--- config.mk ---
export PLATFORM = sky130hd
export DESIGN_NAME = fifo_serial_tx
export DESIGN_NICKNAME = d
export VERILOG_FILES = /design/src/rtl/fifo_serial_tx.sv
export SDC_FILE = /design/constraint.sdc
export NUM_CORES = 1
export LEC_CHECK = 0
export ABC_AREA = 1
export BUFFER_PORTS_ARGS = -buffer_cell sky130_fd_sc_hd__clkbuf_2
export CAP_MARGIN = 40
export CORE_MARGIN = 2
export CORE_UTILIZATION = 56
export DETAILED_ROUTE_END_ITERATION = 10
export GPL_ROUTABILITY_DRIVEN = 0
export PLACE_DENSITY = 0.78
export RECOVER_POWER = 100
export SYNTH_ARGS = -nofsm -noshare
export SYNTH_HDL_FRONTEND = slang
export SYNTH_SLANG_ARGS = --single-unit
export TNS_END_PERCENT = 100
--- constraint.sdc ---
create_clock -name pclk -period 1.5 [get_ports pclk]
set_input_delay 0.075 -clock pclk [delete_from_list [all_inputs] [get_ports pclk]]
set_output_delay 0.075 -clock pclk [all_outputs]
set_load 0.1 [all_outputs]
--- src/rtl/fifo_serial_tx.sv ---
// fifo_serial_tx: drains a byte FIFO and sends each word as an 8N1 async serial frame, LSB first.
// Latency: nempty seen in IDLE at posedge N -> rdReq in cycle N+1, word captured and txd falls at N+2.
// Backpressure: never reads an empty FIFO; en low holds off new frames, but a frame in flight completes.
//
// Ports:
//   pclk     system clock, all state on posedge
//   clear    asynchronous active-low reset
//   en       enable for starting new frames
//   nempty   FIFO non-empty flag
//   intr     FIFO full flag (status only, feeds ovfWarn)
//   wordIn   FIFO output word, valid the cycle after rdReq
//   rdReq    one-cycle FIFO read strobe
//   fifoEn   FIFO enable, mirrors rdReq
//   txd      serial line, idles high
//   busy     high from rdReq through the end of the last idle bit
//   ovfWarn  sticky: intr seen while busy
//
// Build option: define PARITY_EN to append an even-parity bit after the data bits (11-bit frame).
module fifo_serial_tx #(
  parameter int CLKS_PER_BIT = 16,
  parameter int IDLE_BITS    = 1
) (
  input  logic       pclk,
  input  logic       clear,
  input  logic       en,
  input  logic       nempty,
  input  logic       intr,
  input  logic [7:0] wordIn,
  output logic       rdReq,
  output logic       fifoEn,
  output logic       txd,
  output logic       busy,
  output logic       ovfWarn
);

  localparam logic [2:0] S_IDLE   = 3'd0;
  localparam logic [2:0] S_LOAD   = 3'd1;
  localparam logic [2:0] S_START  = 3'd2;
  localparam logic [2:0] S_DATA   = 3'd3;
`ifdef PARITY_EN
  localparam logic [2:0] S_PARITY = 3'd4;
`endif
  localparam logic [2:0] S_STOP   = 3'd5;
  localparam logic [2:0] S_GAP    = 3'd6;

  localparam int             BW        = $clog2(CLKS_PER_BIT);
  localparam logic [BW-1:0]  BAUD_LAST = BW'(CLKS_PER_BIT - 1);
  localparam bit             HAS_GAP   = (IDLE_BITS > 0);
  localparam logic [3:0]     GAP_LAST  = 4'(IDLE_BITS > 0 ? IDLE_BITS - 1 : 0);

  logic [2:0]    state;
  logic [7:0]    shreg;
  logic [3:0]    bit_cnt;   // data bit index in DATA, idle bit index in GAP
  logic [BW-1:0] baud_cnt;
  logic          baud_tick;
  logic          frame_end;
`ifdef PARITY_EN
  logic          par_bit;   // parity of the captured byte; shreg is consumed while shifting
`endif

  assign baud_tick = (baud_cnt == BAUD_LAST);
  assign fifoEn    = rdReq;

  // Last cycle of the last stop-level bit of a frame.
  assign frame_end = baud_tick &&
                     (((state == S_STOP) && !HAS_GAP) ||
                      ((state == S_GAP) && (bit_cnt == GAP_LAST)));

  always_ff @(posedge pclk or negedge clear) begin
    if (!clear) begin
      state    <= S_IDLE;
      shreg    <= '0;
      bit_cnt  <= '0;
      baud_cnt <= '0;
      rdReq    <= 1'b0;
      busy     <= 1'b0;
      txd      <= 1'b1;
      ovfWarn  <= 1'b0;
`ifdef PARITY_EN
      par_bit  <= 1'b0;
`endif
    end else begin
      if (intr && busy) ovfWarn <= 1'b1;

      if ((state == S_IDLE) || (state == S_LOAD) || baud_tick) baud_cnt <= '0;
      else                                                     baud_cnt <= baud_cnt + 1'b1;

      case (state)
        // The read strobe cycle is spent in IDLE so that rdReq never coexists with
        // any other state; the FIFO word then arrives in time for LOAD.
        S_IDLE: begin
          if (rdReq) begin
            rdReq <= 1'b0;
            state <= S_LOAD;
          end else if (en && nempty) begin
            rdReq <= 1'b1;
            busy  <= 1'b1;
          end
        end
        S_LOAD: begin
          shreg <= wordIn;
`ifdef PARITY_EN
          par_bit <= ^wordIn;
`endif
          txd   <= 1'b0;
          state <= S_START;
        end
        S_START: begin
          if (baud_tick) begin
            txd     <= shreg[0];
            bit_cnt <= '0;
            state   <= S_DATA;
          end
        end
        S_DATA: begin
          if (baud_tick) begin
            shreg   <= shreg >> 1;
            bit_cnt <= bit_cnt + 1'b1;
            if (bit_cnt == 4'd7) begin
`ifdef PARITY_EN
              txd   <= par_bit;
              state <= S_PARITY;
`else
              txd   <= 1'b1;
              state <= S_STOP;
`endif
            end else begin
              txd <= shreg[1];
            end
          end
        end
`ifdef PARITY_EN
        S_PARITY: begin
          if (baud_tick) begin
            txd   <= 1'b1;
            state <= S_STOP;
          end
        end
`endif
        S_STOP: begin
          if (baud_tick && HAS_GAP) begin
            bit_cnt <= '0;
            state   <= S_GAP;
          end
        end
        S_GAP: begin
          if (baud_tick && (bit_cnt != GAP_LAST)) bit_cnt <= bit_cnt + 1'b1;
        end
        default: begin
          txd   <= 1'b1;
          state <= S_IDLE;
        end
      endcase

      // Back-to-back frames: the next read is issued on the same edge that
      // returns to IDLE, so busy stays high and frames are spaced frame+2 cycles.
      if (frame_end) begin
        state <= S_IDLE;
        if (en && nempty) rdReq <= 1'b1;
        else              busy  <= 1'b0;
      end
    end
  end

endmodule

# Word-level counts from Yosys, hierarchy flattened

Index checks and enable logic that the tools add are counted.

Register bits: 23
Input port bits: 13
Output and inout bits: 5
Logic and storage cells: 74

Add/sub/neg operators: 2
Eq/ne operators: 17
Muxes and demuxes: 28
Bitwise gates (word level): 1
Reductions and logical operators: 18

Operators by type and width:

| operator                                      | number |
|---|---|
| 2-to-1 mux 3 bit                              | 6 |
| one-hot mux 3 bit (6 select lines)            | 1 |
| 2-to-1 mux 4 bit                              | 4 |
| one-hot mux 8 bit (2 select lines)            | 1 |
| != test 3 bit, second input constant          | 5 |
| 2-to-1 mux 1 bit                              | 13 |
| one-hot mux 4 bit (3 select lines)            | 1 |
| adder 4 x 1 -> 4 bit, second input constant   | 2 |
| 2-to-1 mux 8 bit                              | 1 |
| == test 3 x 2 -> 1 bit, second input constant | 2 |
| == test 3 bit, second input constant          | 2 |
| != test 2 bit, second input constant          | 3 |
| AND reduction 6 bit                           | 1 |
| logical AND 1 bit                             | 5 |
| == test 4 x 3 -> 1 bit, second input constant | 1 |
| == test 4 bit, second input constant          | 1 |
| logical NOT 4 bit                             | 1 |
| != test 2 x 1 -> 1 bit, second input constant | 2 |
| one-hot mux 1 bit (4 select lines)            | 1 |
| AND reduction 4 bit                           | 1 |
| nonzero test 4 bit                            | 1 |
| == test 3 x 1 -> 1 bit, second input constant | 1 |
| logical NOT 3 bit                             | 1 |
| AND reduction 3 bit                           | 1 |
| 7 further kinds                               | 8 |

# Longest topological paths before layout

Depth after elaboration: 6
Mapped depth: 9
Mapped depth without buffers: 9

# Worst setup path after synthesis

Ideal clock, no wire load.

Path kind: register to register
From: register rdReq, in the netlist fifoEn
To: register state[0]
Setup time: 117 ps
Data arrival time: 1,476 ps
Required time: 1,383 ps
Path slack: -93 ps
Stages on the path, launching flop included: 8
Path buffers: 0
Period minus slack after synthesis: 1,593 ps
Cell sequence: dfrtp_1 > inv_1 > nand3_1 > nand3_1 > nand2_2 > nand2_2 > nand2_1 > nand2_1

Word-level cells in the longest chain between the ends: 2

Ends and longest elaborated chain:

| item                                 | line | RTL |
|---|---|---|
| from (decl)                          | 29   | `output logic rdReq,` |
| from (signal assigned)               | 75   | `rdReq <= 1'b0;` |
| from (signal assigned)               | 93   | `rdReq <= 1'b0;` |
| from (signal assigned)               | 96   | `rdReq <= 1'b1;` |
| != test 3 bit (no source line)       | -    |  |
| AND reduction 6 bit (no source line) | -    |  |
| to (signal assigned)                 | 71   | `state <= S_IDLE;` |
| to (signal assigned)                 | 94   | `state <= S_LOAD;` |
| to (signal assigned)                 | 106  | `state <= S_START;` |
| to (decl)                            | 51   | `logic [2:0] state;` |

Every way passes these cells.
A chain may end at the register's enable or synchronous reset.

# Worst setup path after layout

From: register state[1]
To: register bit_cnt[2]

Word-level cells in the longest chain between the ends: 4
Elaborated cells on any way between the ends: 11
Classes of those cells: eq/ne: 7; mux: 1; reduce/logical: 3

Ends and longest elaborated chain:

| item                                                                                 | line | RTL |
|---|---|---|
| == test 3 bit / == test 3 x 2 -> 1 bit (equally long branches)                       | 88   | `case (state)` |
| OR reduction 2 bit (no source line)                                                  | -    |  |
| != test 2 x 1 -> 1 bit (no source line) / nonzero test 3 bit (equally long branches) | -    |  |
| AND reduction 4 bit (no source line)                                                 | -    |  |
| to (signal assigned)                                                                 | 118  | `bit_cnt <= bit_cnt + 1'b1;` |
| to (signal assigned)                                                                 | 147  | `if (baud_tick && (bit_cnt != GAP_LAST)) bit_cnt <= bit_cnt + 1'b1;` |
| to (decl)                                                                            | 53   | `logic [3:0] bit_cnt;` |

Parallel ways exist; a longest one is shown, timed or not.

==> flow_summary.yaml <==
status:
  status: "finished, final reports clean"
hold_path:
  whs_path_depth: 3
  holdCritPathClass: "input pin to register"
  holdPathEnd: "shreg[5]"
  min-delay-start: "wordIn[5]"
sta:
  slew_headroom_pct: 62.0
  period_share_pct: 92.6
  fin_crit_ns: 1.39
  hold_violations: 0
  drv_slew: 0
  fmax_mhz: 720
  setup_slack_ns: 0.111
  rsz0062_at_grt: "false"
  fin_worst_skew_ns: 0.00450
  setup_violations: 0
  worst_pin_slew_ns: 0.570
  fin_setup_tns_ns: 0
synthesis:
  synth_edf_count: 0
  synth_cells: 164
  synthTopCellsByArea: "dfrtp_1, nand2_1, nand3_1"
  ys_top_cells_by_count: "nand2_1, dfrtp_1, inv_1, nand3_1, nor2_1"
  syn_area_um2: 1310
  syn_avg_cell_area_um2: 7.96
  seq_area_frac_synth_pct: 44.2
  yosys.area.top_type: "dfrtp_1"
  ys.flop_type: "dfrtp_1"
  ys_seq_elements: 23
  synth_warnings: 0
  synth_top_area_share_pct: 42.2
  yosysMostFrequentCell: "nand2_1"
  async_flop_share_pct: 100
  syn_nets: 180
  ys_types: 26
drt:
  vias: 1122
  drc: 0
  wl_per_cell_um: 11.2
  totalWireLength_mm: 2.41
  postRouteAntennaNets: 0
  drt_iter0_drc: 20
  dr.pass1.iters: 4
  vias_per_cell: 5.22
critical_path:
  critPathMaxStageDelay_ns: 0.49
  critPathBufInv: 1
  end_kind: "register"
  reg2regPathDepth: 7
  worstSetupPathType: "register to register"
  crit_top_cell: "nand2_2"
  ff2ff_setup_slack_ns: 0.11
  cp.arrival_ns: 1.60
  path_cells: "nand2_2 > nor2_8 > inv_1 > nand2_2 > nand2_2 > nand2_1 > nand2_1"
  worst-path-max-fanout: 11
  start_kind: "register"
  crit_slowest_cell: "dfrtp_2"
  reg2reg_to: "bit_cnt[2]"
  path_delay_family: "simple AND/OR/NAND/NOR gates"
  worstPathRequired_ns: 1.71
  rr_startpoint: "state[1]"
global_route:
  grt_pass1_vias: 987
  antenna_found_initial: 0
  grt_pass1_wl_mm: 4.25
  grt_overflow: 0
  grt_max_degree: 24
  grt_usage_pct: 21.2
cells_and_area:
  n_antenna_cell: 0
  stdcell_area_um2: 1470
  finalNetCount: 204
  drive_above_1_share_pct: 19.8
  area_growth_pct: 12.7
power:
  p_leak_uw: 0.000728
  ir_worst_vdd_v: 0.00106
  power_uw: 2560
  cellPowerDensity_nw_per_um2: 1740
cts:
  cts_root_buffer: "clkbuf_4"
  cts_buffers: 3
  htreeDepth: 1
  clkSinkCount: 23
  clk_path_buf_depth: 2
  cts_tree: "yes"
  clk_latency_ns: 0.31
  path_clk_slew_ns: 0.13
floorplan:
  die_area_um2: 2730
  start_util_pct: 59.0
  die_w_um: 52.3
  core.rowCount: 17
  core_um2: 2210
  dieHeight_um: 52.3
  io-pin-count: 18
place:
  dp_hpwl_mm: 1.81
  dpl_cell_area_um2: 1390
  io_buffer_count: 17
  dpl_worst_slack_ns: 0.0259
job:
  maxCapViolations: 0
-- metrics by stage --
stage | util [%] | instances | hold WS [ns]
2_1_floorplan | - | 164 | -0.221
3_3_place_gp | 63.0 | 206 | 0.0911
3_5_place_dp | 63.0 | 206 | 0.0944
4_1_cts | 66.4 | 215 | 0.0208
5_1_grt | 66.5 | 215 | 0.0397
6_report | 66.5 | 215 | 0.0232
-- what timing repair did --
| action | 4_1_cts | 5_1_grt |
|---|---|---|
| buffers inserted | 0 | 0 |
| resized for setup | 0 | 3 |
| hold buffers | 5 | 0 |
| setup endpoints to repair | 0 | 9 |
| endpoints found under the hold margin | 26 | 0 |
-- per-layer routing --
layer  GRT usage [%]  vias up  wire length [um]
met5               0        -                 0
met4            9.83        0                47
met3            4.00        6                95
met2            32.5       27              1120
met1            28.9      512              1140
li1                -      577                 -
-- power breakdown --
group / total [uW] / internal, uW / leakage [uW] / switching (uW)
Sequential: 994 / 835 / 0.000277 / 159
Combinational: 1280 / 377 / 0.000435 / 902
Clock: 287 / 104 / 0.0000150 / 183
-- worst reg2reg max path: stages, from the launching register on --
cell	delay, ns
dfrtp_2	0.49
nand2_2	0.12
nor2_8	0.18
inv_1	0.15
nand2_2	0.15
nand2_2	0.09
nand2_1	0.07
nand2_1	0.05
-- state kept, by name (all words and copies together) (netlist names) --
signal    count
bit_cnt       4
state         3
ovfWarn       1
fifoEn        1
shreg         8
txd           1
baud_cnt      4
busy          1
-- worst max path at each step --
stage | from | end | slack [ns] | cells after the start
6_report | state[1] | bit_cnt[2] | 0.11 | 7
5_1_grt | bit_cnt[0] | state[2] | 0.007 | 9
4_1_cts | state[1] | bit_cnt[2] | 0.008 | 7
3_5_place_dp | state[1] | bit_cnt[2] | 0.03 | 7
3_3_place_gp | state[1] | bit_cnt[1] | 0.08 | 7
2_1_floorplan | fifoEn | state[0] | 0.19 | 7
-- layout by cell type, fill, tap and decap left out --
cell type,netlist,layout
nand2_1,41,42
inv_1,20,20
nand3_1,20,20
dfrtp_1,22,18
clkbuf_2,0,17
nor2_1,14,14
o21ai_0,9,9
nand2_2,6,5
dlygate4sd3_1,0,5
o211ai_1,4,4
dfrtp_2,0,4
a21oi_1,3,3
o21ai_1,3,3
ha_1,3,3
clkbuf_4,0,3
o22ai_1,2,2
a31oi_1,2,2
buf_4,3,2
nor2_4,1,1
nand3_2,1,1
xor2_1,1,1
nor2_8,1,1
nand2_4,1,1
a21o_1,1,1
nand4_1,1,1
a21oi_2,1,1
xnor2_1,1,1
clkbuf_1,0,1
dfstp_2,1,1
-- layout make-up --
| cell class | count | area, um2 |
|---|---|---|
| fillers | 192 | 742 |
| multi-input cells | 116 | 602 |
| flip-flops and latches | 23 | 582 |
| repair buffers | 24 | 150 |
| inverters | 20 | 75.1 |
| well taps | 28 | 35.0 |
| clock buffers | 4 | 26.3 |
-- cell families (layout without fill, tap and decap cells) --
| logic type | Yosys count | count (layout) | synth area share, % |
|---|---|---|---|
| xor+xnor | 2 | 2 | 1.34 |
| simple gates | 86 | 86 | 30.9 |
| flops | 23 | 23 | 44.2 |
| fa+ha+maj | 3 | 3 | 2.88 |
| compound gates | 25 | 25 | 11.2 |
| buf+inv | 25 | 48 | 9.49 |
(Power assumes the default switching activity.)
